<file path="src/rtl/multicycle_ctrl.sv">
`default_nettype none
// ---------------------------------------------------------------------------
// Module      : multicycle_ctrl
// Description : Main control FSM of a multicycle RISC-V subset core with a
//               bounded memory-wait timeout.
// Revision    : 1.0 - initial release
// ---------------------------------------------------------------------------
module multicycle_ctrl #(
   parameter int WAIT_MAX = 15
) (
   input  logic       clk,
   input  logic       rst,
   input  logic [6:0] opcode,
   input  logic       zero,
   input  logic       mem_ready,
   output logic       PCWrite,
   output logic       AdrSrc,
   output logic       IRWrite,
   output logic       MemWrite,
   output logic       RegWrite,
   output logic [1:0] ResultSrc,
   output logic [1:0] ALUSrcA,
   output logic [1:0] ALUSrcB,
   output logic [1:0] ALUOP,
   output logic [1:0] ImmSrc,
   output logic       illegal,
   output logic       mem_err,
   output logic [3:0] state
);

   localparam int            CW          = $clog2(WAIT_MAX + 1);
   localparam logic [CW-1:0] c_WAIT_LAST = CW'(WAIT_MAX - 1);
   localparam logic [6:0]    c_OP_LOAD   = 7'b0000011;
   localparam logic [6:0]    c_OP_STORE  = 7'b0100011;
   localparam logic [6:0]    c_OP_RTYPE  = 7'b0110011;
   localparam logic [6:0]    c_OP_ITYPE  = 7'b0010011;
   localparam logic [6:0]    c_OP_JAL    = 7'b1101111;
   localparam logic [6:0]    c_OP_BEQ    = 7'b1100011;

   typedef enum logic [3:0] {
      S_FETCH    = 4'd0,
      S_DECODE   = 4'd1,
      S_MEMADR   = 4'd2,
      S_MEMREAD  = 4'd3,
      S_MEMWB    = 4'd4,
      S_MEMWRITE = 4'd5,
      S_EXECR    = 4'd6,
      S_ALUWB    = 4'd7,
      S_EXECI    = 4'd8,
      S_JAL      = 4'd9,
      S_BEQ      = 4'd10
   } state_t;

   state_t        r_state;
   state_t        w_next;
   logic [CW-1:0] r_cnt;
   logic          w_waiting;
   logic          w_timeout;

   assign state     = r_state;
   assign w_waiting = ((r_state == S_FETCH) || (r_state == S_MEMREAD) ||
                       (r_state == S_MEMWRITE)) && !mem_ready;
   assign w_timeout = w_waiting && (r_cnt == c_WAIT_LAST);

   always_ff @(posedge clk) begin
      if (rst) begin
         r_state <= S_FETCH;
         r_cnt   <= '0;
      end else begin
         r_state <= w_next;
         // A timeout restarts the wait window even when FETCH re-enters itself
         if ((w_next != r_state) || w_timeout)
            r_cnt <= '0;
         else if (w_waiting)
            r_cnt <= r_cnt + CW'(1);
      end
   end

   always_comb begin
      w_next    = r_state;
      PCWrite   = 1'b0;
      AdrSrc    = 1'b0;
      IRWrite   = 1'b0;
      MemWrite  = 1'b0;
      RegWrite  = 1'b0;
      ResultSrc = 2'b00;
      ALUSrcA   = 2'b00;
      ALUSrcB   = 2'b00;
      ALUOP     = 2'b00;
      ImmSrc    = 2'b00;
      illegal   = 1'b0;
      mem_err   = 1'b0;
      case (r_state)
         S_FETCH: begin
            ALUSrcB   = 2'b10;
            ResultSrc = 2'b10;
            IRWrite   = mem_ready;
            PCWrite   = mem_ready;
            if (mem_ready) w_next = S_DECODE;
         end
         S_DECODE: begin
            ALUSrcA = 2'b01;
            ALUSrcB = 2'b01;
            ImmSrc  = 2'b10;
            case (opcode)
               c_OP_LOAD, c_OP_STORE: w_next = S_MEMADR;
               c_OP_RTYPE:            w_next = S_EXECR;
               c_OP_ITYPE:            w_next = S_EXECI;
               c_OP_JAL:              w_next = S_JAL;
               c_OP_BEQ:              w_next = S_BEQ;
               default: begin
                  w_next  = S_FETCH;
                  illegal = 1'b1;
               end
            endcase
         end
         S_MEMADR: begin
            ALUSrcA = 2'b10;
            ALUSrcB = 2'b01;
            if (opcode == c_OP_STORE) begin
               ImmSrc = 2'b01;
               w_next = S_MEMWRITE;
            end else begin
               w_next = S_MEMREAD;
            end
         end
         S_MEMREAD: begin
            AdrSrc = 1'b1;
            if (mem_ready) w_next = S_MEMWB;
         end
         S_MEMWB: begin
            ResultSrc = 2'b01;
            RegWrite  = 1'b1;
            w_next    = S_FETCH;
         end
         S_MEMWRITE: begin
            AdrSrc   = 1'b1;
            MemWrite = 1'b1;
            if (mem_ready) w_next = S_FETCH;
         end
         S_EXECR: begin
            ALUSrcA = 2'b10;
            ALUOP   = 2'b10;
            w_next  = S_ALUWB;
         end
         S_EXECI: begin
            ALUSrcA = 2'b10;
            ALUSrcB = 2'b01;
            ALUOP   = 2'b10;
            w_next  = S_ALUWB;
         end
         S_ALUWB: begin
            RegWrite = 1'b1;
            w_next   = S_FETCH;
         end
         S_JAL: begin
            ALUSrcA = 2'b01;
            ALUSrcB = 2'b10;
            ImmSrc  = 2'b11;
            PCWrite = 1'b1;
            w_next  = S_ALUWB;
         end
         S_BEQ: begin
            ALUSrcA = 2'b10;
            ALUOP   = 2'b01;
            ImmSrc  = 2'b10;
            PCWrite = zero;
            w_next  = S_FETCH;
         end
         default: w_next = S_FETCH;
      endcase
      // Timeout suppresses architectural writes but leaves the write strobe alone
      if (w_timeout) begin
         mem_err  = 1'b1;
         IRWrite  = 1'b0;
         PCWrite  = 1'b0;
         RegWrite = 1'b0;
         w_next   = S_FETCH;
      end
   end

endmodule
`default_nettype wire

</file>
<file path="config.mk">
export PLATFORM = sky130hd
export DESIGN_NAME = multicycle_ctrl
export DESIGN_NICKNAME = d
export VERILOG_FILES = /design/src/rtl/multicycle_ctrl.sv
export SDC_FILE = /design/constraint.sdc
export NUM_CORES = 1
export LEC_CHECK = 0
export CAP_MARGIN = 20
export CORE_AREA = 2 2 52 54
export CTS_BUF_LIST = sky130_fd_sc_hd__clkbuf_16
export CTS_CLUSTER_DIAMETER = 80
export DETAILED_ROUTE_END_ITERATION = 12
export DIE_AREA = 0 0 54 56
export DONT_BUFFER_PORTS = 1
export PLACE_DENSITY = 0.64
export SYNTH_ARGS = -nofsm -noshare
export SYNTH_HDL_FRONTEND = slang
export SYNTH_SLANG_ARGS = --single-unit
</file>
<file path="constraint.sdc">
create_clock -name clk -period 3 [get_ports clk]
set_clock_uncertainty 0.05 [all_clocks]
set_input_delay 0.3 -clock clk [delete_from_list [all_inputs] [get_ports clk]]
set_output_delay 0.3 -clock clk [all_outputs]
set_load 0.01 [all_outputs]
</file>
==> impl_metrics.env, run 1 <==
export IMPL_cts_made_buffers=3
export IMPL_grt_usage_pct=14.9
export IMPL_ir_worst_vdd_v=0.000587
export IMPL_final_max_slew_violation_count=0
export IMPL_ys_types=49
export IMPL_dieArea_mm2=0.00302
export IMPL_postCtsHoldBufs=0
export IMPL_antenna_left=0
export IMPL_h_tree_depth=1
export IMPL_start_util_pct=38.1
export IMPL_critPathKind="flip-flop to output port"
export IMPL_busiest_layer="met2"
export IMPL_period_minus_slack_ps=2350
export IMPL_grt_max_degree=22
export IMPL_r2r_start="state[0]$_SDFF_PP0_"
export IMPL_reg2reg_slack_ps=790
export IMPL_grt_pass1_vias=778
export IMPL_cp_start_kind="flip-flop"
export IMPL_cap_violations=0
export IMPL_cts_tree="built"
export IMPL_finalSetupViolations=0
export IMPL_die_h_um=56
export IMPL_syn_inst=118
export IMPL_max_freq_mhz=425
export IMPL_cp_data_required_time_ps=2650
export IMPL_drc=0
export IMPL_critPathMaxFanout=10
export IMPL_grt_pass1_wl_um=3460
export IMPL_p_leak_nw=0.408
export IMPL_dp_hpwl_um=1720
export IMPL_grt_ovfl_total=0
export IMPL_drt_iter0_drc=14
export IMPL_holdPathEnd="state[3]$_SDFF_PP0_"
export IMPL_area_delta_synth_final_pct=10.7
export IMPL_rsz0062_at_grt="false"
export IMPL_ys_seq_area_share_pct=17.3
export IMPL_placed_cell_area_um2=951
export IMPL_tightest_slew_ps=572
export IMPL_n_fill_cell=241
export IMPL_min_path_cells=1
export IMPL_pwr_share_comb_pct=14.7
export IMPL_avgViaCountPerCell=5.60
export IMPL_outcome="finished, final reports clean"
export IMPL_rows=18
export IMPL_hp_start="rst"
export IMPL_core_mm2=0.00243
export IMPL_syn_nets=131
export IMPL_rr_worst_depth=7
export IMPL_use_met3_pct=6.18
export IMPL_p_int_w=0.000306
export IMPL_grt_util_met2_pct=27.0
export IMPL_p_seq_share_pct=29.6
export IMPL_route_detailed_wl_per_inst_um=14.8
export IMPL_async_flop_share_pct=0
export IMPL_diodes=0
export IMPL_hp_class="input port to flip-flop"
export IMPL_switchingPower_w=0.0000853
export IMPL_path_clk_slew_ps=40
export IMPL_gp_congestion=0.871
export IMPL_swShare_pct=21.8
export IMPL_cp_end_kind="output port"
export IMPL_synth_warnings=0
export IMPL_finalInstanceArea_mm2=0.00103
export IMPL_p_clk_share_pct=55.6
export IMPL_grt_antenna_before_repair=0
export IMPL_ys_seq_elements=8
export IMPL_synth_edf_count=0
export IMPL_period_share_pct=78.4
export IMPL_cts_buffer_depth=2
export IMPL_critPathArrivalTime_ps=2000
export IMPL_use_met1_pct=16.0
export IMPL_regToRegEndpoint="r_cnt[0]$_SDFFE_PP0P_"
export IMPL_hold_violations=0
export IMPL_fin_hold_ws_ps=93.4
export IMPL_cts_root_buf="clkbuf_16"
export IMPL_power_density_mw_per_mm2=382
export IMPL_fin_nets=132
export IMPL_post_cts_resized=0
export IMPL_io_buffers=0
export IMPL_vias=823
export IMPL_clock_latency_ps=230
export IMPL_drive_gt1_share_pct=13.7
export IMPL_drt_total_wl_um=2170
export IMPL_ios=32
export IMPL_avgSynthCellArea_um2=7.86
export IMPL_slew_headroom_pct=61.5
export IMPL_dr_pass1_iters=4
export IMPL_cts_sinks=8
export IMPL_tns_ps=0
export IMPL_netlist_area_um2=927
export IMPL_yosys_most_used_dff="dfxtp_1"
export IMPL_post_cts_buffers=0
export IMPL_die_x_um=54
registers in the layout, summed over array words and instances, names as in the netlist:
register  flops
r_cnt         4
state         4
cells in the mapped netlist (3+ instances only):
| cell type | count | share of area [%] |
|---|---|---|
| xnor2_1 | 3 | 2.8 |
| a21oi_1 | 7 | 3.8 |
| nor2_1 | 13 | 5.3 |
| inv_1 | 5 | 2.0 |
| buf_2 | 5 | 2.7 |
| nand2_1 | 4 | 1.6 |
| o21ai_0 | 4 | 2.2 |
| nand2b_1 | 6 | 4.0 |
| nor3b_1 | 5 | 4.0 |
| xor2_1 | 4 | 3.8 |
| nor3_1 | 10 | 5.4 |
| dfxtp_1 | 8 | 17 |
routing by layer:
metal  vias up  part of all wire (%)
met4         0                     0
met3         0                   6.6
met2        17                    51
met1       380                    42
met5         -                     0
li1        426                     -
worst max-delay path by stage:
stage | from | endpoint | cells past startpoint
after global routing | state[1]$_SDFF_PP0_ | mem_err | 5
after global placement | state[0]$_SDFF_PP0_ | r_cnt[2]$_SDFFE_PP0P_ | 7
after detailed placement | state[0]$_SDFF_PP0_ | r_cnt[1]$_SDFFE_PP0P_ | 7
after CTS | state[1]$_SDFF_PP0_ | mem_err | 5
final | state[0]$_SDFF_PP0_ | mem_err | 4
after floorplan | state[1]$_SDFF_PP0_ | r_cnt[1]$_SDFFE_PP0P_ | 7
cell families after synthesis:
family,Yosys count,synth area share [%]
AO/OA/AOI/OAI,26,23.6
XOR/XNOR,7,6.61
adder cells (fa/ha/maj),3,3.78
buffers and inverters,13,6.75
flip-flops,8,17.3
multiplexers,1,1.62
AND/OR/NAND/NOR,60,40.4
critical path, stage by stage (launching register included):
cell and delay [ps]:
dfxtp_1 590, o21ba_2 240, a2111oi_4 510, nand2_1 220, inv_1 200
through the flow:
step / worst slack [ps] / instances / power, W / utilization [%]
6_report: 648 / 147 / 0.000392 / 42.2
5_1_grt: 495 / 147 / 0.000412 / 42.2
4_1_cts: 649 / 147 / 0.000396 / 42.2
3_5_place_dp: 782 / 144 / 0.000175 / 39.1
3_3_place_gp: 782 / 144 / 0.000174 / 39.1
2_1_floorplan: 875 / 118 / 0.000166 / -
cell usage in the layout, fill, tap and decap left out, drive strengths merged, types with 4 or more instances in the layout:
cell type  count
o21ai          4
a21oi          7
xor2           4
nor2          14
nor3b          5
nor3          10
dfxtp          8
inv            5
buf            4
nand2          4
nand2b         6
power by group through the flow:
stage / Clock (W) / Combinational, W / Sequential, W
after global placement: 0 / 0.0000569 / 0.000117
after floorplan: 0 / 0.0000513 / 0.000115
after CTS: 0.000222 / 0.0000583 / 0.000116
final: 0.000218 / 0.0000577 / 0.000116
after global routing: 0.000231 / 0.0000642 / 0.000117
after detailed placement: 0 / 0.0000580 / 0.000118
cell type report:
type / count / area (um2) / share of cell area (%)
Tap cell: 30 / 37.5 / 3.66
Clock buffer: 3 / 75.1 / 7.32
Inverter: 5 / 18.8 / 1.83
Multi-Input combinational cell: 97 / 704 / 68.7
Sequential cell: 8 / 160 / 15.6
Timing Repair Buffer: 4 / 30.0 / 2.93
Note: power is estimated with default switching activity, not from simulation.
==> run 2, diff against run 1 <==
==> constraint.sdc (replaced) <==
create_clock -name clk -period 2.3 [get_ports clk]
set_clock_uncertainty 0.05 [all_clocks]
set_input_delay 0.23 -clock clk [delete_from_list [all_inputs] [get_ports clk]]
set_output_delay 0.23 -clock clk [all_outputs]
set_load 0.01 [all_outputs]
==> run 2 against run 1 <==
Net effect:
- critical path type unchanged
- via count up 6.1%
- design area up 6.0%
- critical endpoint is now ImmSrc[0]
- count of clock-buffer cells in the layout unchanged
- worst setup slack worse by 460 ps
==> impl_metrics.env, run 2 (synthesis results as in run 1) <==
export IMPL_postCtsHoldBufs=0
export IMPL_area_delta_synth_final_pct=17.3
export IMPL_final_common_cell="nor2_1"
export IMPL_multiInputGateArea_um2=704
export IMPL_clock_latency_ps=230
export IMPL_h_tree_depth=1
export IMPL_hold_violations=0
export IMPL_max_freq_mhz=473
export IMPL_grt_antenna_before_repair=0
export IMPL_critPathArrivalTime_ps=1830
export IMPL_dp_cells=152
export IMPL_hp_class="input port to flip-flop"
export IMPL_finalSetupViolations=0
export IMPL_cts_tree="built"
export IMPL_cp_data_required_time_ps=2020
export IMPL_tightest_slew_ps=440
export IMPL_post_cts_resized=0
export IMPL_ir_worst_vdd_v=0.000501
export IMPL_fin_nets=140
export IMPL_dp_hpwl_um=1830
export IMPL_cts_made_buffers=3
export IMPL_power_density_mw_per_mm2=489
export IMPL_cp_start_kind="flip-flop"
export IMPL_grt_usage_pct=15.9
export IMPL_vias=873
export IMPL_dieArea_mm2=0.00302
export IMPL_cp_slowest_cell="or4b_4"
export IMPL_grt_max_degree=22
export IMPL_period_share_pct=91.9
export IMPL_post_cts_buffers=0
export IMPL_slew_headroom_pct=70.5
export IMPL_register_area_um2=161
export IMPL_cpPeakStageDelay_ps=530
export IMPL_n_fill_cell=238
export IMPL_die_h_um=56
export IMPL_tns_ps=0
export IMPL_cp_end_kind="output port"
export IMPL_ios=32
export IMPL_critPathKind="flip-flop to output port"
export IMPL_reg2reg_slack_ps=230
export IMPL_cts_buffer_depth=2
export IMPL_core_mm2=0.00243
export IMPL_antenna_left=0
export IMPL_p_leak_nw=0.450
export IMPL_die_x_um=54
export IMPL_period_minus_slack_ps=2110
export IMPL_drt_total_wl_um=2320
export IMPL_rsz0062_at_grt="false"
export IMPL_diodes=0
export IMPL_min_path_cells=1
export IMPL_critPathMaxFanout=11
export IMPL_crit_chain="or4b_4 > o41ai_4 > buf_4"
export IMPL_grt_pass1_wl_um=3630
export IMPL_cts_root_buf="clkbuf_16"
export IMPL_path_clk_slew_ps=40
export IMPL_route_detailed_wl_per_inst_um=14.9
export IMPL_start_util_pct=38.1
export IMPL_most_common_layout_cells="nor2_1 (13), buf_4 (12), nor3_1 (10)"
export IMPL_grt_pass1_vias=799
export IMPL_avgViaCountPerCell=5.63
export IMPL_dr_pass1_iters=4
export IMPL_io_buffers=0
export IMPL_instances_no_fill=155
export IMPL_rows=18
export IMPL_outcome="finished, final reports clean"
export IMPL_grt_ovfl_total=0
export IMPL_drc=0
export IMPL_drive_gt1_share_pct=20.0
export IMPL_final_max_slew_violation_count=0
export IMPL_drt_iter0_drc=20
export IMPL_gp_congestion=0.828
export IMPL_cap_violations=0
export IMPL_rr_worst_depth=6
export IMPL_cts_sinks=8
==> run 2: layer usage <==
metal,up-vias,routed length [um],global-route usage [%]
met5,-,0,0
met4,0,27,6.43
met3,2,139,3.76
met2,21,1110,24.7
met1,398,1040,20.5
li1,452,-,-
==> run 2: report_power, final <==
part	switching [W]	leakage, nW	internal (W)
sequential	0.00000816	0.0652	0.000144
clock	0.0000732	0.0370	0.000225
combinational	0.0000447	0.348	0.0000375
total	0.000126	0.450	0.000406
==> run 2: path summary, 6_finish.rpt <==
path | startpoint | to
hold reg to reg | r_cnt[3]$_SDFFE_PP0P_ | r_cnt[3]$_SDFFE_PP0P_
setup / recovery | state[1]$_SDFF_PP0_ | ImmSrc[0]
setup reg to reg | state[1]$_SDFF_PP0_ | r_cnt[3]$_SDFFE_PP0P_
hold / removal | rst | state[3]$_SDFF_PP0_
==> run 2: cell type report <==
| cell class | instances | share of cell area, % |
|---|---|---|
| inverters | 5 | 1.73 |
| clock buffers | 3 | 6.90 |
| flip-flops and latches | 8 | 14.8 |
| multi-input cells | 97 | 64.8 |
| well taps | 30 | 3.45 |
| repair buffers | 12 | 8.29 |
==> run 2: critical path: cells and delay by family, from the launching register on <==
family                 cells  cell delay (ps)
AO/OA/AOI/OAI              1              370
buffers and inverters      1              200
flip-flops                 1              500
AND/OR/NAND/NOR            1              530
==> run 2: through the flow <==
step / power (W) / hold slack, ps / cell area [um2] / util, % / setup slack [ps]
global route: 0.000547 / 38.2 / 1090 / 44.7 / 55.9
finish: 0.000532 / 25.9 / 1090 / 44.7 / 186
detailed placement: 0.000235 / 266 / 1010 / 41.6 / 199
global placement: 0.000234 / 263 / 1010 / 41.6 / 276
floorplan: 0.000217 / 256 / 927 / - / 175
CTS: 0.000529 / 26.4 / 1090 / 44.7 / 171
